==> src/rtl/snes_pad_multi.sv <==
// snes_pad_multi
//   Reads NPADS SNES controllers that share one serial clock / latch pair.
//   A frame is started on demand (start_i) or by the optional auto-poll timer.
//   Each frame latches the pads, clocks out 16 bits per pad, and presents
//   active-high button words (1 = pressed) on vdata_o with a valid_o pulse.
//
//   Optional feature macro: SNESPAD_DEBOUNCE_EN
//     defined   : a pad word only updates when two consecutive frames agree
//     undefined : every pad word updates every frame
//
// Ports
//   clk_i     in   1         system clock
//   rst_i     in   1         synchronous, active-high reset
//   start_i   in   1         request one frame; ignored while busy_o=1
//   dclock_o  out  1         pad serial clock, idle high
//   dlatch_o  out  1         pad latch, idle low
//   sdata     in   NPADS     pad serial data, active-low, asynchronous
//   vdata_o   out  16*NPADS  button words; pad p in [16p+15:16p]
//   valid_o   out  1         1-cycle pulse while freshly refreshed vdata_o is shown
//   busy_o    out  1         frame in progress (first LATCH cycle .. DONE cycle)
module snes_pad_multi #(
  parameter int unsigned CLK_PER_NS = 40,
  parameter int unsigned NPADS      = 2,
  parameter int unsigned HALF_US    = 6,
  parameter int unsigned POLL_US    = 16667
) (
  input  logic                   clk_i,
  input  logic                   rst_i,
  input  logic                   start_i,
  output logic                   dclock_o,
  output logic                   dlatch_o,
  input  logic [NPADS-1:0]       sdata,
  output logic [16*NPADS-1:0]    vdata_o,
  output logic                   valid_o,
  output logic                   busy_o
);

  localparam int unsigned HALF_CYC = HALF_US * 1000 / CLK_PER_NS;
  localparam int unsigned POLL_CYC = POLL_US * 1000 / CLK_PER_NS;
  localparam int unsigned CNT_W    = (2 * HALF_CYC > 1) ? $clog2(2 * HALF_CYC) : 1;

  typedef enum logic [2:0] {
    IDLE,
    LATCH,
    BIT_LO,
    BIT_HI,
    DONE
  } state_t;

  state_t                    state;
  state_t                    state_n;
  logic [CNT_W-1:0]          cnt;
  logic [3:0]                bit_k;
  logic                      phase_last;
  logic                      poll_hit;
  logic [NPADS-1:0]          sync1;
  logic [NPADS-1:0]          sync2;
  logic [NPADS-1:0][15:0]    raw;
`ifdef SNESPAD_DEBOUNCE_EN
  logic [NPADS-1:0][15:0]    prev;
`endif

  // Two-flop synchroniser per pad line; lines idle high.
  always_ff @(posedge clk_i) begin
    if (rst_i) begin
      sync1 <= '1;
      sync2 <= '1;
    end else begin
      sync1 <= sdata;
      sync2 <= sync1;
    end
  end

  // Auto-poll timer: free-running, restarted whenever a frame starts, and
  // parked at its terminal count if that is reached while a frame runs.
  generate
    if (POLL_CYC > 0) begin : g_poll
      localparam int unsigned POLL_W = (POLL_CYC > 1) ? $clog2(POLL_CYC) : 1;
      logic [POLL_W-1:0] poll_cnt;

      always_ff @(posedge clk_i) begin
        if (rst_i) begin
          poll_cnt <= '0;
        end else if (state == IDLE && state_n == LATCH) begin
          poll_cnt <= '0;
        end else if (poll_cnt != POLL_W'(POLL_CYC - 1)) begin
          poll_cnt <= poll_cnt + 1'b1;
        end
      end

      assign poll_hit = (state == IDLE) && (poll_cnt == POLL_W'(POLL_CYC - 1));
    end else begin : g_nopoll
      assign poll_hit = 1'b0;
    end
  endgenerate

  always_comb begin
    if (state == LATCH)
      phase_last = (cnt == CNT_W'(2 * HALF_CYC - 1));
    else
      phase_last = (cnt == CNT_W'(HALF_CYC - 1));
  end

  always_comb begin
    state_n = state;
    case (state)
      IDLE:    if (start_i || poll_hit) state_n = LATCH;
      LATCH:   if (phase_last) state_n = BIT_LO;
      BIT_LO:  if (phase_last) state_n = BIT_HI;
      BIT_HI:  if (phase_last) state_n = (bit_k == 4'd15) ? DONE : BIT_LO;
      DONE:    state_n = IDLE;
      default: state_n = IDLE;
    endcase
  end

  // Pad-facing and status outputs are registered from the next state so
  // they change exactly with the state register and never glitch.
  always_ff @(posedge clk_i) begin
    if (rst_i) begin
      state    <= IDLE;
      cnt      <= '0;
      bit_k    <= '0;
      raw      <= '0;
      dclock_o <= 1'b1;
      dlatch_o <= 1'b0;
      busy_o   <= 1'b0;
      valid_o  <= 1'b0;
      vdata_o  <= '0;
`ifdef SNESPAD_DEBOUNCE_EN
      prev     <= '0;
`endif
    end else begin
      state    <= state_n;
      dclock_o <= (state_n != BIT_LO);
      dlatch_o <= (state_n == LATCH);
      busy_o   <= (state_n != IDLE);
      valid_o  <= (state_n == DONE);

      if (state == IDLE || state_n != state)
        cnt <= '0;
      else
        cnt <= cnt + 1'b1;

      if (state == LATCH)
        bit_k <= '0;
      else if (state == BIT_HI && phase_last)
        bit_k <= bit_k + 1'b1;

      if (state == BIT_LO && phase_last) begin
        for (int unsigned p = 0; p < NPADS; p++)
          raw[p][bit_k] <= sync2[p];
      end

      // Words are loaded on entry to DONE so they are already stable while
      // valid_o is high during the DONE cycle.
      if (state == BIT_HI && state_n == DONE) begin
        for (int unsigned p = 0; p < NPADS; p++) begin
`ifdef SNESPAD_DEBOUNCE_EN
          if (raw[p] == prev[p])
            vdata_o[16*p +: 16] <= ~raw[p];
          prev[p] <= raw[p];
`else
          vdata_o[16*p +: 16] <= ~raw[p];
`endif
        end
      end
    end
  end

endmodule
==> config.mk <==
export PLATFORM = sky130hd
export DESIGN_NAME = snes_pad_multi
export DESIGN_NICKNAME = d
export VERILOG_FILES = /design/src/rtl/snes_pad_multi.sv
export SDC_FILE = /design/constraint.sdc
export NUM_CORES = 1
export LEC_CHECK = 0
export ABC_AREA = 1
export CAP_MARGIN = 20
export CORE_ASPECT_RATIO = 1.25
export CORE_MARGIN = 5
export CORE_UTILIZATION = 35
export DETAILED_ROUTE_END_ITERATION = 8
export HOLD_SLACK_MARGIN = 0.08
export PLACE_DENSITY = 0.5
export SLEW_MARGIN = 15
export SYNTH_ARGS = -nofsm -noshare
export SYNTH_HDL_FRONTEND = slang
export SYNTH_SLANG_ARGS = --single-unit
==> constraint.sdc <==
create_clock -name clk_i -period 2.1 [get_ports clk_i]
set_clock_uncertainty 0.2 [all_clocks]
set_input_delay 0.21 -clock clk_i [delete_from_list [all_inputs] [get_ports clk_i]]
set_output_delay 0.21 -clock clk_i [all_outputs]
set_load 0.005 [all_outputs]
==> results of run 1 <==
[routing by layer]
layer / part of all wire / vias to the layer above / GRT usage
li1: - / 1907 / -
met1: 0.48 / 1632 / 0.157
met2: 0.48 / 34 / 0.219
met3: 0.027 / 8 / 0.0338
met4: 0.015 / 0 / 0.0465
met5: 0 / - / 0
[kinds of logic (layout without fill, tap and decap cells)]
family,after synthesis,in the layout,synth area share
AO/OA/AOI/OAI,112,112,0.127
XOR/XNOR,14,14,0.0276
adder cells (fa/ha/maj),7,7,0.0197
buffers and inverters,79,125,0.0741
flip-flops,107,107,0.483
AND/OR/NAND/NOR,243,243,0.269
[metrics by stage]
step / total power, mW / instance area [um2]
6_report: 3.88 / 5320
5_1_grt: 4.04 / 5320
4_1_cts: 3.94 / 5320
3_5_place_dp: 2.23 / 5020
3_3_place_gp: 2.23 / 5020
2_1_floorplan: 2.19 / 4440
[layout by cell type (no fill, tap or decap), drive strengths merged]
cell type,n
nand2,70
a21oi,46
xor2,9
nand3b,1
bufinv,1
nor3,22
nor2,103
clkdlybuf4s50,40
clkinvlp,2
clkbuf,11
nand4,10
nor4,3
dfxtp,107
a211oi,1
nand3,24
clkinv,11
buf,7
ha,7
or2,6
nor3b,4
inv,53
xnor2,5
o21ai,65
[cell type report]
type | count | share of cell area
Inverter | 62 | 0.0442
Clock buffer | 11 | 0.0437
Timing Repair Buffer | 47 | 0.0882
Sequential cell | 107 | 0.403
Multi-Input combinational cell | 376 | 0.370
Clock inverter | 5 | 0.0118
Tap cell | 168 | 0.0395
[power by group]
group / switching [mW] / internal, mW
clock: 0.761 / 0.933
combinational: 0.0806 / 0.0464
sequential: 0.0157 / 2.04
total: 0.857 / 3.02
[registers in the layout (all words and copies together), names as in the netlist]
name             cells
valid_o              1
bit_k                4
sync1                2
g_poll.poll_cnt     19
cnt                  9
dclock_o             1
raw                 32
state                3
dlatch_o             1
busy_o               1
vdata_o             32
sync2                2
[synthesized netlist by cell type, types with 2 or more instances]
library cell,n
dfxtp_1,107
nor2_1,96
nand2_1,61
a21oi_1,46
o21ai_0,46
inv_1,45
nand3_1,21
o21ai_1,19
nor3_1,14
clkinv_1,10
clkbuf_1,9
nand4_1,9
xor2_1,9
nor3_2,8
ha_1,7
nand2_2,7
inv_2,6
or2_2,6
nor2_4,5
xnor2_1,5
buf_2,3
buf_6,3
nor3b_1,3
nor4_1,3
nand2_4,2
nand3_2,2
nor2_2,2
[what timing repair did]
item | 4_1_cts | 5_1_grt
gates resized for setup | 0 | 2
setup buffers | 0 | 0
endpoints found under the setup margin | 0 | 15
[critical path, delay by kind of cell (launching register included)]
family	cells	cell delay [ns]
compound gates	1	0.17
flops	1	0.45
simple gates	8	0.97
[worst max path at each step]
stage | startpoint | endpoint | slack, ns | depth (start not counted)
floorplan | g_poll.poll_cnt[0]$_SDFFE_PP0P_ | cnt[3]$_SDFF_PP0_ | 0.39 | 11
global placement | bit_k[0]$_SDFFE_PP0P_ | vdata_o[31]$_SDFFE_PP0P_ | 0.20 | 8
detailed placement | bit_k[0]$_SDFFE_PP0P_ | vdata_o[2]$_SDFFE_PP0P_ | 0.09 | 8
CTS | bit_k[0]$_SDFFE_PP0P_ | vdata_o[2]$_SDFFE_PP0P_ | 0.07 | 8
global route | state[0]$_SDFF_PP0_ | raw[16]$_SDFFE_PP0P_ | 0.01 | 9
finish | state[0]$_SDFF_PP0_ | raw[8]$_SDFFE_PP0P_ | 0.19 | 9
==> impl_metrics.tcl, run 1 <==
set metrics [dict create \
    drt_iter0_drc 122 \
    hp-class "reg -> reg" \
    yosys.area.top_type "dfxtp_1" \
    rrSetupSlack_ns 0.19 \
    initial_utilization 0.354 \
    post-route-util 0.424 \
    syn-num-nets 574 \
    area_growth_syn_to_layout_pct 19.9 \
    maxSlewHeadroom 0.599 \
    reg2reg_from "state[0]$_SDFF_PP0_" \
    yosysUniqueCellTypes 35 \
    grt-ovfl-total 0 \
    die_w_um 111 \
    synth-async-reset-ratio 0 \
    root_buffer "clkbuf_16" \
    grt_pass1_wl_um 15900 \
    cts_sinks 107 \
    cts_tree "done" \
    first_pass_iters 4 \
    cts.htree.levels 3 \
    drive_gt1_frac 0.105 \
    power_density_nw_per_um2 728 \
    diodes 0 \
    synth_edf_count 0 \
    leakagePower_nw 1.92 \
    worst_pin_slew_ns 0.600 \
    hold_viol_final 0 \
    vias 3581 \
    crit_type "reg -> reg" \
    ant_nets 0 \
    dieArea_um2 15000 \
    clk_latency_ns 0.34 \
    ys.flop_type "dfxtp_1" \
    cp-end-kind "register" \
    startpoint_type "register" \
    slowest_delay_ns 0.45 \
    cts-buffers-inserted 9 \
    register_area_um2 2140 \
    grt_setup_unrepaired "no" \
    max-cap-violations 0 \
    setup_viol 0 \
    gp_congestion 0.805 \
    finalCriticalPeriod_ns 1.91 \
    fill_cells 1308 \
    ys_seq_area_frac 0.483 \
    synth_area_per_cell_um2 7.90 \
    syn-instance-count 562 \
    fmax_mhz 525 \
    whs_endpoint "sync2[0]$_SDFF_PP1_" \
    synth_top_area_share 0.483 \
    die_h_um 136 \
    r2r_cells 9 \
    dp_slack_ns 0.0915 \
    nNetsFinal 615 \
    status "finished clean" \
    synthesis.area_um2 4440 \
    clkTransAtPathRegs_ns 0.07 \
    final.setup.tns_ns 0 \
    grt_pass1_vias 3432 \
    layout_setup_ws_ns 0.194 \
    holdWs_ns 0.216 \
    ys_seq_elements 107 \
    antenna_found_initial 0 \
    drc_errors 0 \
    grt_max_degree 43 \
    fin_cells 776 \
    slew_violations 0 \
    dp_hpwl_um 6820 \
    clk_path_buf_depth 2 \
    cts_hold_buf 0 \
    io_buffers 40 \
    io_pins 41 \
    ir_drop_mv 0.486 \
    worstPathCellList "nand2_2 > nor2_2 > nand3_2 > nand2_4 > nand3_4 > nor2_4 > nand2_1 > o21ai_0 > nor2_1" \
    r2r-end "raw[8]$_SDFFE_PP0P_" \
    fp.coreArea_um2 12500 \
    rows 46 \
    multi_input_area_um2 1970 \
    track_usage 0.129 \
    dpl.cell_count 760 \
    routedWlPerCell_um 12.1 \
    crit_fanout 6 \
    post_drt_via_cell_ratio 4.61 \
    cp.required_ns 2.14 \
    routed_wl_um 9350 \
    synthTopCellsByArea "dfxtp_1, nor2_1, a21oi_1" \
    hp-start "sync1[0]$_SDFF_PP1_" \
    whs_path_depth 1 \
    crit_slowest_cell "dfxtp_1" \
    synth_warnings 0 \
    finalCritPeriodShare 0.908 \
    cp.arrival_ns 1.94 \
]
No activity file was read; power rests on OpenSTA's default activity.
==> run 2, diff against run 1 <==
--- a/config.mk
+++ b/config.mk
@@ -8,7 +8,7 @@
 export ABC_AREA = 1
 export CAP_MARGIN = 20
 export CORE_ASPECT_RATIO = 1.25
-export CORE_MARGIN = 5
+export CORE_MARGIN = 2
 export CORE_UTILIZATION = 35
 export DETAILED_ROUTE_END_ITERATION = 8
 export HOLD_SLACK_MARGIN = 0.08
==> run 2 against run 1 <==
Effect of this change: count of clock-buffer cells in the layout shrank 1; sequential cell count unchanged; hold slack worse by 0.0063 ns; wire length decreased by 0.13%; critical path depth down 1; combinational power is essentially flat; non-clock buffer count did not move; total power fell by 0.32%; register-to-register slack got worse by 0.02 ns; first-iteration DRC count grew 11%; die area shrank 9.6%; highest routed layer unchanged.
==> impl_metrics.tcl, run 2 (synthesized netlist as in run 1, its figures left out) <==
set metrics [dict create \
    grt_max_degree 65 \
    cp-end-kind "register" \
    clkPwrFrac 0.435 \
    intPower_mw 3.01 \
    combPwrFrac 0.033 \
    post_drt_via_cell_ratio 4.66 \
    antenna_found_initial 0 \
    die_w_um 105 \
    path_delay_family "simple AND/OR/NAND/NOR gates" \
    post_cts_resized 0 \
    io_buffers 40 \
    cts_tree "done" \
    grt-ovfl-total 0 \
    clkTransAtPathRegs_ns 0.07 \
    track_usage 0.149 \
    r2r_cells 8 \
    diodes 0 \
    seqPwrFrac 0.532 \
    slowest_delay_ns 0.38 \
    dp_slack_ns 0.181 \
    max-cap-violations 0 \
    drive_gt1_frac 0.104 \
    ant_nets 0 \
    cts_sinks 107 \
    clk_latency_ns 0.34 \
    root_buffer "clkbuf_16" \
    grt_pass1_wl_um 16300 \
    setup.worst_path.start "bit_k[0]$_SDFFE_PP0P_" \
    fmax_mhz 519 \
    grt_pass1_vias 3461 \
    initial_utilization 0.354 \
    layout_setup_ws_ns 0.175 \
    hp-start "sync1[1]$_SDFF_PP1_" \
    cp.required_ns 2.18 \
    hold_viol_final 0 \
    leakagePower_nw 1.92 \
    worst-path-buf-inv 3 \
    worst_pin_slew_ns 0.603 \
    fp.coreArea_um2 12500 \
    drt_iter0_drc 136 \
    finalCriticalPeriod_ns 1.93 \
    dieArea_um2 13600 \
    slew_violations 0 \
    fill_cells 1356 \
    crit_fanout 26 \
    hp-class "reg -> reg" \
    startpoint_type "register" \
    dp_hpwl_um 6820 \
    setup_viol 0 \
    p_sw_mw 0.850 \
    reg2reg_from "bit_k[0]$_SDFFE_PP0P_" \
    power_density_nw_per_um2 726 \
    routedWlPerCell_um 12.1 \
    routed_wl_um 9340 \
    nNetsFinal 615 \
    clk_path_buf_depth 2 \
    status "finished clean" \
    rows 46 \
    area_growth_syn_to_layout_pct 20.0 \
    cts-buffers-inserted 9 \
    crit_slowest_cell "dfxtp_1" \
    cts.htree.levels 3 \
    whs_path_depth 1 \
    io_pins 41 \
    final.setup.tns_ns 0 \
    first_pass_iters 4 \
    postCtsSetupBuffers 0 \
    crit_type "reg -> reg" \
    cp.arrival_ns 2.00 \
    ir_drop_mv 0.335 \
    cp.depth 8 \
    cts_hold_buf 0 \
    finalCritPeriodShare 0.917 \
    worstPathCellList "ha_1 > inv_1 > nor2_1 > nand4_4 > inv_4 > buf_4 > o21ai_0 > a21oi_1" \
    die_h_um 130 \
    netSwitchingFraction 0.220 \
    gp_congestion 0.785 \
    final_cell_mix "dfxtp_1, nor2_1, nand2_1" \
    drc_errors 0 \
    final_common_cell "dfxtp_1" \
    maxSlewHeadroom 0.597 \
    reg.largest.list "raw: 32 flops, vdata_o: 32 flops, g_poll.poll_cnt: 19 flops" \
    grt_setup_unrepaired "no" \
    vias 3610 \
    rrSetupSlack_ns 0.17 \
]
-- run 2: cell types whose count changed in the layout (fill, tap and decap cells not counted) --
cell	before	now
buf_12	1	2
buf_6	1	0
clkbuf_1	2	1
nor2_1	95	96
nor2_2	3	2
-- run 2: power groups by stage --
stage / sequential, mW / combinational [mW] / clock [mW]
2_1_floorplan: 2.10 / 0.0891 / 0
3_3_place_gp: 2.10 / 0.129 / 0
3_5_place_dp: 2.10 / 0.131 / 0
4_1_cts: 2.06 / 0.131 / 1.75
5_1_grt: 2.06 / 0.147 / 1.83
6_report: 2.06 / 0.128 / 1.68
-- run 2: layout make-up --
cell class                      instances  area [um2]  share of cell area
Timing Repair Buffer                   47         478              0.0898
Clock buffer                           10         229              0.0430
Multi-Input combinational cell        376        1970               0.369
Inverter                               62         235              0.0442
Clock inverter                          5        62.6              0.0118
Tap cell                              168         210              0.0395
Sequential cell                       107        2140               0.402
-- run 2: layer usage --
metal  vias to the layer above  share of wire  global-route usage
li1                       1921              -                   -
met1                      1641           0.48               0.185
met2                        36           0.48               0.255
met3                        12          0.027              0.0305
met4                         0          0.019              0.0596
met5                         -              0                   0
-- run 2: stage by stage --
stage / power, mW / util / instance area (um2) / instances / hold slack [ns]
after floorplan: 2.19 / - / 4440 / 562 / 0.114
after global placement: 2.23 / 0.401 / 5030 / 760 / 0.197
after detailed placement: 2.23 / 0.401 / 5030 / 760 / 0.196
after CTS: 3.94 / 0.424 / 5320 / 775 / 0.210
after global routing: 4.04 / 0.424 / 5320 / 775 / 0.228
final: 3.86 / 0.424 / 5320 / 775 / 0.210
-- run 2: worst register-to-register path, cell delays in order, from the launching register on --
cell and delay (ns):
dfxtp_1 0.38, ha_1 0.19, inv_1 0.06, nor2_1 0.26
nand4_4 0.17, inv_4 0.09, buf_4 0.25, o21ai_0 0.12
a21oi_1 0.12
-- run 2: final timing paths --
check,to
worst max register to register,vdata_o[13]$_SDFFE_PP0P_
worst max-delay path,vdata_o[13]$_SDFFE_PP0P_
worst min-delay path,sync2[1]$_SDFF_PP1_
worst min register to register,sync2[1]$_SDFF_PP1_
==> run 3, diff against run 2 <==
--- a/config.mk
+++ b/config.mk
@@ -12,7 +12,7 @@
 export CORE_UTILIZATION = 35
 export DETAILED_ROUTE_END_ITERATION = 8
 export HOLD_SLACK_MARGIN = 0.08
-export PLACE_DENSITY = 0.5
+export PLACE_DENSITY = 0.58
 export SLEW_MARGIN = 15
 export SYNTH_ARGS = -nofsm -noshare
 export SYNTH_HDL_FRONTEND = slang
==> run 3 against run 2 <==
Effect of this change: register-to-register slack is essentially flat; die area unchanged; first-iteration DRC count shrank 6.6%; non-clock buffer count is 1 lower; wire length rose by 0.33%; count of clock-buffer cells in the layout unchanged; critical path depth unchanged; sequential share of layout area shrank 0.12 points; clock power about the same; utilization increased by 0.13 points; combinational power about the same; largest power group unchanged.
==> impl_metrics.tcl, run 3 (synthesized netlist as in run 1, its figures left out) <==
set metrics [dict create \
    cts.htree.levels 3 \
    clk_path_buf_depth 2 \
    track_usage 0.143 \
    drive_gt1_frac 0.107 \
    root_buffer "clkbuf_16" \
    final_common_cell "dfxtp_1" \
    intPower_mw 3.02 \
    layout_setup_ws_ns 0.164 \
    io_pins 41 \
    cts_tree "done" \
    first_pass_iters 4 \
    final_cell_mix "dfxtp_1, nor2_1, nand2_1" \
    finalPower_mw 3.88 \
    combPwrFrac 0.033 \
    finish.instance_area_um2 5340 \
    power_density_nw_per_um2 726 \
    clkPwrFrac 0.436 \
    hold_viol_final 0 \
    r2r_cells 8 \
    routed_wl_um 9370 \
    area_growth_syn_to_layout_pct 20.3 \
    r2r-end "g_poll.poll_cnt[16]$_SDFFE_PP0P_" \
    cts-buffers-inserted 9 \
    netSwitchingFraction 0.220 \
    setup_viol 0 \
    initial_utilization 0.354 \
    antenna_found_initial 0 \
    routedWlPerCell_um 12.1 \
    whs_path_depth 1 \
    worst_pin_slew_ns 0.632 \
    hp-class "reg -> reg" \
    max-cap-violations 0 \
    postCtsSetupBuffers 0 \
    holdWs_ns 0.209 \
    reg2reg_from "g_poll.poll_cnt[2]$_SDFFE_PP0P_" \
    rrSetupSlack_ns 0.16 \
    startpoint_type "register" \
    diodes 0 \
    gp_congestion 0.778 \
    whs_endpoint "sync2[0]$_SDFF_PP1_" \
    cp-end-kind "register" \
    ant_nets 0 \
    slew_violations 0 \
    maxSlewHeadroom 0.578 \
    reg.largest.list "raw: 32 flops, vdata_o: 32 flops, g_poll.poll_cnt: 19 flops" \
    dp_hpwl_um 6680 \
    die_w_um 105 \
    leakagePower_nw 1.92 \
    grt_pass1_wl_um 15600 \
    dpl-instance-area_um2 5020 \
    status "finished clean" \
    clk_latency_ns 0.34 \
    cts_sinks 107 \
    finalCritPeriodShare 0.922 \
    cp.arrival_ns 1.97 \
    grt_pass1_vias 3377 \
    vias 3623 \
    nNetsFinal 614 \
    grt-ovfl-total 0 \
    cp.required_ns 2.13 \
    fp.coreArea_um2 12500 \
    hp-start "sync1[0]$_SDFF_PP1_" \
    seqPwrFrac 0.530 \
    drt_iter0_drc 127 \
    finalCriticalPeriod_ns 1.94 \
    ir_drop_mv 0.336 \
    io_buffers 40 \
    fmax_mhz 516 \
    die_h_um 130 \
    dp_slack_ns 0.0829 \
    p_sw_mw 0.853 \
    post_drt_via_cell_ratio 4.67 \
    dieArea_um2 13600 \
    drc_errors 0 \
    grt_max_degree 67 \
    crit_type "reg -> reg" \
    clkTransAtPathRegs_ns 0.07 \
    crit_fanout 7 \
    rows 46 \
]
-- run 3: metrics by stage --
stage                     TNS (ns)   util  cells
after floorplan                  0      -    562
after global placement           0  0.400    759
after detailed placement         0  0.400    759
after CTS                        0  0.424    775
after global routing      -0.00264  0.426    775
final                            0  0.426    775
-- run 3: power by group through the flow --
stage          Combinational [mW]  Sequential (mW)  Clock [mW]
2_1_floorplan              0.0891             2.10           0
3_3_place_gp                0.127             2.10           0
3_5_place_dp                0.129             2.10           0
4_1_cts                     0.130             2.06        1.74
5_1_grt                     0.147             2.06        1.83
6_report                    0.129             2.06        1.69
-- run 3: worst max-delay path by stage --
stage                                     start                                to  depth (start not counted)
5_1_grt        g_poll.poll_cnt[11]$_SDFFE_PP0P_                 cnt[2]$_SDFF_PP0_                         10
3_5_place_dp              bit_k[0]$_SDFFE_PP0P_           vdata_o[8]$_SDFFE_PP0P_                          8
6_report        g_poll.poll_cnt[2]$_SDFFE_PP0P_  g_poll.poll_cnt[16]$_SDFFE_PP0P_                          8
3_3_place_gp              bit_k[0]$_SDFFE_PP0P_           vdata_o[7]$_SDFFE_PP0P_                          8
2_1_floorplan   g_poll.poll_cnt[0]$_SDFFE_PP0P_                 cnt[3]$_SDFF_PP0_                         11
4_1_cts                   bit_k[0]$_SDFFE_PP0P_           vdata_o[2]$_SDFFE_PP0P_                          8
-- run 3: cell type report --
type | instances | area, um2
fill | 1311 | 7210
sequential | 107 | 2140
tap | 168 | 210
clock buffer | 10 | 229
timing repair buffer | 46 | 470
inverter | 62 | 235
multi-input combinational | 376 | 1980
clock inverter | 6 | 71.3
-- run 3: worst max-delay path, cell delays in order, from the launching register on --
cell and delay [ns]:
dfxtp_1 0.43, nand2_1 0.08, nor2_1 0.14, nand2_1 0.10, nor2_1 0.17, nand2_1 0.12
nor4_1 0.33, xor2_1 0.21, nor2_1 0.05
-- run 3: what timing repair did --
action | CTS | global route
setup endpoints to repair | 0 | 28
gates resized for setup | 0 | 4
hold buffers | 0 | 0
-- run 3: layer usage --
metal	track usage	vias up	wire, um
met1	0.174	1646	4280
met4	0.0588	0	197
met2	0.246	54	4570
met3	0.0345	14	326
li1	-	1909	-
met5	0	-	0
